`config.mk`:
```
export PLATFORM = sky130hd
export DESIGN_NAME = pll_lock_sequencer
export DESIGN_NICKNAME = d
export VERILOG_FILES = /design/src/rtl/pll_seq_pkg.sv /design/src/rtl/sync_2ff.sv /design/src/rtl/pll_lock_sequencer.sv
export SDC_FILE = /design/constraint.sdc
export NUM_CORES = 1
export LEC_CHECK = 0
export BUFFER_PORTS_ARGS = -buffer_cell sky130_fd_sc_hd__buf_2
export CORE_ASPECT_RATIO = 0.8
export CORE_MARGIN = 5
export CORE_UTILIZATION = 30
export CTS_BUF_LIST = sky130_fd_sc_hd__clkbuf_16
export DETAILED_ROUTE_END_ITERATION = 7
export GPL_ROUTABILITY_DRIVEN = 0
export PLACE_DENSITY = 0.57
export REMOVE_ABC_BUFFERS = 1
export SYNTH_ARGS = -nofsm -noshare
export SYNTH_HDL_FRONTEND = slang
export SYNTH_HIERARCHICAL = 1
export SYNTH_SLANG_ARGS = --single-unit
```
`constraint.sdc`:
```
create_clock -name clk25_i -period 2.7 [get_ports clk25_i]
set_clock_uncertainty 0.05 [all_clocks]
set_input_delay 0.54 -clock clk25_i [delete_from_list [all_inputs] [get_ports clk25_i]]
set_output_delay 0.54 -clock clk25_i [all_outputs]
set_load 0.01 [all_outputs]
```
`src/rtl/pll_seq_pkg.sv`:
```
// Shared types and constants for the PLL lock sequencer.
package pll_seq_pkg;

  typedef enum logic [2:0] {
    ST_RST       = 3'd0,
    ST_WAIT_LOCK = 3'd1,
    ST_STABLE    = 3'd2,
    ST_RUN       = 3'd3,
    ST_FAIL      = 3'd4
  } pll_seq_state_t;

  // Consecutive low lock_s cycles needed in RUN before a loss is believed (filter build only).
  localparam int LOSS_FILTER_CYCLES = 4;

  function automatic int max3(input int a, input int b, input int c);
    int m;
    m = (a > b) ? a : b;
    return (m > c) ? m : c;
  endfunction

endpackage

```
`src/rtl/sync_2ff.sv`:
```
// Two-flop synchronizer for a single asynchronous level.
module sync_2ff (
  input  logic clk,
  input  logic rst_n,
  input  logic d,
  output logic q
);

  logic meta;

  always_ff @(posedge clk or negedge rst_n) begin
    if (!rst_n) begin
      meta <= 1'b0;
      q    <= 1'b0;
    end else begin
      meta <= d;
      q    <= meta;
    end
  end

endmodule

```
`src/rtl/pll_lock_sequencer.sv`:
```
// PLL reset / lock-qualification sequencer with bounded retries.
// Define PLL_SEQ_GLITCH_FILTER_EN to ignore lock dips in RUN shorter than LOSS_FILTER_CYCLES.
module pll_lock_sequencer
  import pll_seq_pkg::*;
#(
  parameter int RST_CYCLES     = 16,
  parameter int STABLE_CYCLES  = 1024,
  parameter int TIMEOUT_CYCLES = 250000,
  parameter int MAX_RETRIES    = 3
) (
  input  logic       clk25_i,
  input  logic       rst_n_i,
  input  logic       locked_i,
  output logic       pll_rst_o,
  output logic       sys_rst_n_o,
  output logic       ready_o,
  output logic       error_o,
  output logic [7:0] relock_cnt_o
);

  localparam int CNT_W = $clog2(max3(RST_CYCLES, STABLE_CYCLES, TIMEOUT_CYCLES) + 1);
  localparam int RTY_W = (MAX_RETRIES > 0) ? $clog2(MAX_RETRIES + 1) : 1;

  logic             lock_s;
  pll_seq_state_t   state_q, state_d;
  logic [CNT_W-1:0] cnt_q, cnt_d;
  logic [RTY_W-1:0] retry_q, retry_d;
  logic [7:0]       relock_d;
  logic             loss_trip;

  sync_2ff u_lock_sync (
    .clk   (clk25_i),
    .rst_n (rst_n_i),
    .d     (locked_i),
    .q     (lock_s)
  );

`ifdef PLL_SEQ_GLITCH_FILTER_EN
  localparam int LOSS_W = $clog2(LOSS_FILTER_CYCLES + 1);
  logic [LOSS_W-1:0] loss_q, loss_d;

  assign loss_trip = !lock_s && (loss_q == LOSS_W'(LOSS_FILTER_CYCLES - 1));

  always_ff @(posedge clk25_i or negedge rst_n_i) begin
    if (!rst_n_i) loss_q <= '0;
    else          loss_q <= loss_d;
  end
`else
  assign loss_trip = !lock_s;
`endif

  always_comb begin
    state_d  = state_q;
    cnt_d    = cnt_q;
    retry_d  = retry_q;
    relock_d = relock_cnt_o;
`ifdef PLL_SEQ_GLITCH_FILTER_EN
    loss_d   = '0;
`endif
    case (state_q)
      ST_RST: begin
        if (cnt_q == CNT_W'(RST_CYCLES - 1)) begin
          state_d = ST_WAIT_LOCK;
          cnt_d   = '0;
        end else begin
          cnt_d = cnt_q + CNT_W'(1);
        end
      end
      ST_WAIT_LOCK: begin
        // Lock wins over a coincident timeout.
        if (lock_s) begin
          state_d = ST_STABLE;
          cnt_d   = '0;
        end else if (cnt_q == CNT_W'(TIMEOUT_CYCLES - 1)) begin
          cnt_d = '0;
          if (retry_q == RTY_W'(MAX_RETRIES)) begin
            state_d = ST_FAIL;
          end else begin
            state_d = ST_RST;
            retry_d = retry_q + RTY_W'(1);
          end
        end else begin
          cnt_d = cnt_q + CNT_W'(1);
        end
      end
      ST_STABLE: begin
        if (!lock_s) begin
          state_d = ST_WAIT_LOCK;
          cnt_d   = '0;
        end else if (cnt_q == CNT_W'(STABLE_CYCLES - 1)) begin
          state_d = ST_RUN;
          cnt_d   = '0;
          retry_d = '0;
        end else begin
          cnt_d = cnt_q + CNT_W'(1);
        end
      end
      ST_RUN: begin
        if (loss_trip) begin
          state_d = ST_RST;
          cnt_d   = '0;
          if (relock_cnt_o != 8'hFF) relock_d = relock_cnt_o + 8'd1;
        end
`ifdef PLL_SEQ_GLITCH_FILTER_EN
        else if (!lock_s) begin
          loss_d = loss_q + LOSS_W'(1);
        end
`endif
      end
      ST_FAIL: ;
      default: begin
        state_d = ST_RST;
        cnt_d   = '0;
      end
    endcase
  end

  // Outputs are registered from the next state so they line up with the state they describe.
  always_ff @(posedge clk25_i or negedge rst_n_i) begin
    if (!rst_n_i) begin
      state_q      <= ST_RST;
      cnt_q        <= '0;
      retry_q      <= '0;
      relock_cnt_o <= 8'd0;
      pll_rst_o    <= 1'b1;
      sys_rst_n_o  <= 1'b0;
      ready_o      <= 1'b0;
      error_o      <= 1'b0;
    end else begin
      state_q      <= state_d;
      cnt_q        <= cnt_d;
      retry_q      <= retry_d;
      relock_cnt_o <= relock_d;
      pll_rst_o    <= (state_d == ST_RST) || (state_d == ST_FAIL);
      sys_rst_n_o  <= (state_d == ST_RUN);
      ready_o      <= (state_d == ST_RUN);
      error_o      <= (state_d == ST_FAIL);
    end
  end

endmodule

```
======== Yosys cells after proc, flatten, opt, wreduce, memory -nomap -nowiden ========
Index checks and enable logic that the tools add are counted.
cells by class
  add/sub/neg operators ................... 3
  eq/ne operators ......................... 17
  mux-type cells .......................... 21
  bitwise gates (word level) .............. 2
  reduce and logical (&&, ||, !) cells .... 7
operator list
  cell                                                   number
  2-to-1 mux 18 bit                                      6
  case mux 18 bit (5 select lines)                       1
  2-to-1 mux 3 bit                                       7
  adder 18 x 1 -> 18 bit, second input constant          1
  == test 18 x 10 -> 1 bit, second input constant        1
  == test 18 bit, second input constant                  1
  == test 18 x 4 -> 1 bit, second input constant         1
  case mux 3 bit (5 select lines)                        1
  2-to-1 mux 2 bit                                       5
  inequality test 2 bit, second input constant           5
  == test 3 x 2 -> 1 bit, second input constant          3
  adder 8 x 1 -> 8 bit, second input constant            1
  inequality test 8 bit, second input constant           1
  == test 3 bit, second input constant                   2
  logical NOT 3 bit                                      2
  AND reduction 6 bit                                    1
  case mux 2 bit (2 select lines)                        1
  == test 3 x 1 -> 1 bit, second input constant          1
  AND reduction 3 bit                                    1
  adder 2 x 1 -> 2 bit, second input constant            1
  == test 2 bit, second input constant                   1
  inequality test 2 x 1 -> 1 bit, second input constant  1
  NOT 1 bit                                              2
  AND reduction 2 bit                                    1
  2 further kinds                                        2
word-level totals
  output and inout bits ................... 12
  word-level logic and storage cells ...... 59
  register bits ........................... 36

======== Logic depth before layout (Yosys ltp) ========
  depth after elaboration ................. 7
  depth in mapped cells ................... 7

======== Hierarchy ========
Netlist, hierarchy kept.
by module, submodules not included
  module              times used  area an instance (sq um)  cells each
  pll_lock_sequencer  1           1868.0                    196
  sync_2ff            1           50.0                      2

======== Worst setup path before layout ========
No wires, ideal clock.
  kind .................................... flip-flop to flip-flop
  start ................................... register cnt_q[5]
  end ..................................... register cnt_q[4]
  path buffers ............................ 1
  data required time ...................... 2.517 ns
  data arrival time ....................... 2.066 ns
  clock period less this slack ............ 2.249 ns
  setup time .............................. 0.133 ns
  cell stages (with the launch flop) ...... 7
  path slack .............................. 0.451 ns
  path through ............................ dfrtp_1 or4_4 nor4_4 a21oi_2 nor4_4 buf_6 o22ai_1
on the way
  cells in the longest elaborated chain, start to end .. 4
RTL lines
  item                                                               RTL line                                            RTL
  from (decl)                                                        pll_lock_sequencer.sv:26                            logic [CNT_W-1:0] cnt_q, cnt_d;
  from (signal assigned)                                             pll_lock_sequencer.sv:131                           cnt_q <= cnt_d;
  == test 18 x 10 -> 1 bit / == test 18 bit (equally long branches)  pll_lock_sequencer.sv:90, pll_lock_sequencer.sv:74
  2-to-1 mux 18 bit, on equally long branches                        pll_lock_sequencer.sv:90, pll_lock_sequencer.sv:74
  2-to-1 mux 18 bit, on equally long branches                        pll_lock_sequencer.sv:87, pll_lock_sequencer.sv:71
  case mux 18 bit (5 select lines) (*)                               pll_lock_sequencer.sv:60                            case (state_q)
Mark *: on every way between the ends. The rest lies on a longest branch, timed or not.
A chain may end at the register's enable or synchronous reset.

======== Final worst setup path ========
  start ................................... register cnt_q[5]
  end ..................................... register cnt_q[3]
Same word-level chain as after synthesis.

==> out/results.txt <==
later-pin clock latency in the skew report -> 0.28 ns
Boundary Pins -> 15
endpoints failing hold -> 0
Final #Nets -> 225
vias per cell -> 5.079
worst hold path class -> primary input to async pin
worst hold-check slack -> 0.2990 ns
pre-CTS setup slack -> 0.3119 ns
Setup Fix Bufs, Post-CTS -> 0
Compound-Gate Fraction of Synth Area -> 0.1050
CTS Buf Count -> 5
vias in the first global route -> 1409
ant diodes -> 0
site row count -> 26
Syn Std Cell Area -> 1918 um2
post-synth top area share -> 0.4566
core box area -> 6311 um2
synthesized area per cell -> 9.687 um2
Max Cap Violations -> 0
Synth area leader -> dfrtp_1
simple-gate share of the synthesized area -> 0.3020
RSZ-0062 raised after global routing -> false
post-synthesis xor/xnor area fraction -> 0.04566
Lkg Pwr -> 1.000 nW
number of port buffers -> 14
FMAX -> 421.2 MHz
Final Non-Filler Cells -> 304
Post-synth EDFFs -> 0
vias -> 1544
top post-synthesis cells by area -> dfrtp_1, nand3_1, nand2_1
setup_tns -> 0 ns
DRC viols -> 0
grt ovf -> 0
adder-cell share of the synthesized area -> 0.01957
WL/cell -> 13.30 um
worst-path maximum fanout -> 7
Initial Utilization -> 0.3039
Initial DRT Pass Iterations -> 4
startpoint types -> flip-flop
CTS tree -> built
register area share after synthesis -> 0.4703
Critical Path AT -> 2.46 ns
routed wire length -> 4042 um
Gates resized, CTS repair -> 0
Die Area -> 8103 um2
CTS H-tree lvls -> 2
maximum VDD drop -> 0.2300 mV
clk sink count -> 36
Die Ht -> 81.52 um
Synth warnings -> 6
CP Class -> flip-flop to flip-flop
Placed Cells -> 296
ys async rst share -> 1.000
status -> completed
crit path capture type -> flip-flop
Pwr per Cell Area -> 756.4 nW/um2
Worst-Margin Slew -> 0.7998 ns
Tot GR Track Use -> 0.1056
Setup Viol. Count Final -> 0
Slew HR -> 0.4668
mux contribution to synthesized area -> 0.03196
Synth Instances -> 198
top_reg_cell synth -> dfrtp_1
initial DRC count -> 110
Max clock buf depth -> 2
fin. max-slew vios -> 0
minimum clock period -> 2.374 ns
Root Driver -> clkbuf_16
Hold-fix buffers, CTS -> 0
initial antenna violation count -> 0
share of cells above drive strength 1 -> 0.1864
first-pass GRT wire length -> 6879 um
hpwl dp -> 2955 um
Final Cycle Share -> 0.8792
largest family of logic cells by synthesized area -> simple AND/OR/NAND/NOR gates
pin count of the biggest net entering global routing -> 37
Final WS setup -> 0.3260 ns
Die X -> 99.40 um
FF+latch count, synth -> 36
Post-DRT Antenna Nets -> 0
post-synthesis cell type count -> 46
P&R area growth vs syn -> 17.22%
Clock transition at path regs -> 0.06 ns
worst path required time -> 2.79 ns
[synth_stat cells, drive strengths merged (2+ instances only)]
master / count
a31oi: 2
buf: 2
nand2b: 2
nor2b: 2
and2: 3
or4: 2
ha: 3
nor2: 13
nor3: 13
or2: 4
a21oi: 7
o22ai: 6
xnor2: 6
and3: 4
nand4: 6
dfrtp: 35
nor4: 7
nor3b: 3
nand2: 19
xor2: 4
clkbuf: 4
o21ai: 11
mux2i: 5
inv: 4
nand3: 16
[critical path: stages (launching register included)]
cell      delay [ns]
dfrtp_1         0.43
or4_4           0.56
nor4_4          0.36
a21boi_1        0.27
nor3_2          0.40
o22ai_1         0.17
[per-layer routing]
layer | vias to the layer above | wire, um | global-route usage | share of wire
met4 | 0 | 37 | 0.02592 | 0.0092
met5 | - | 0 | 0 | 0
met1 | 726 | 2219 | 0.1654 | 0.55
li1 | 766 | - | - | -
met3 | 5 | 252 | 0.02547 | 0.062
met2 | 47 | 1532 | 0.1428 | 0.38
[final timing paths]
| check | from | endpoint | slack, ns | cells after the start |
|---|---|---|---|---|
| max | cnt_q[5] | cnt_q[3] | 0.33 | 5 |
| min | rst_n_i | state_q[1] | 0.30 | 1 |
| max reg2reg | cnt_q[5] | cnt_q[3] | 0.33 | 5 |
| min reg2reg | u_lock_sync/meta | u_lock_sync/q | 0.30 | 0 |
| max in group asynchronous | rst_n_i | cnt_q[8] | 1.79 | 1 |
| min in group clk25_i | u_lock_sync/meta | u_lock_sync/q | 0.30 | 0 |
[report_power, final]
| group | internal (W) | switching [W] | total [W] | leakage [nW] |
|---|---|---|---|---|
| Clock | 0.000339 | 0.000213 | 0.000553 | 0.0736 |
| Combinational | 0.000168 | 0.000280 | 0.000448 | 0.440 |
| Sequential | 0.000611 | 0.0000884 | 0.000700 | 0.487 |
[layout by cell type (no fill, tap or decap), types with 11 or more instances in the layout]
cell type   n
nand2_1    19
buf_2      14
nor3_1     12
dfrtp_1    35
o21ai_0    11
nand3_1    16
nor2_1     13
[logic make-up after synthesis]
| logic type | count (synthesis) |
|---|---|
| flops | 36 |
| xor+xnor | 10 |
| mux | 6 |
| simple gates | 100 |
| fa+ha+maj | 3 |
| compound gates | 33 |
| buf+inv | 10 |
[registers in the layout (all words and copies together) (netlist names)]
| name | flops |
|---|---|
| cnt_q | 18 |
| relock_cnt_o | 8 |
| state_q | 3 |
| retry_q | 2 |
| error_o | 1 |
| pll_rst_o | 1 |
| ready_o | 1 |
| u_lock_sync/meta | 1 |
| u_lock_sync/q | 1 |
[per-stage QoR]
stage | util | cell area, um2 | total power (W)
global route | 0.3563 | 2248 | 0.001812
CTS | 0.3563 | 2248 | 0.001718
finish | 0.3563 | 2248 | 0.001701
global placement | 0.3335 | 2105 | 0.001156
floorplan | - | 1884 | 0.001007
detailed placement | 0.3335 | 2105 | 0.001159
[cell type report]
class	count	area, um2
timing repair buffer	20	115.1
tap	84	105.1
clock inverter	3	18.77
multi-input combinational	152	967.2
fill	650	4063
sequential	36	902.1
clock buffer	5	125.1
inverter	4	15.01
No activity file was read; power rests on OpenSTA's default activity.
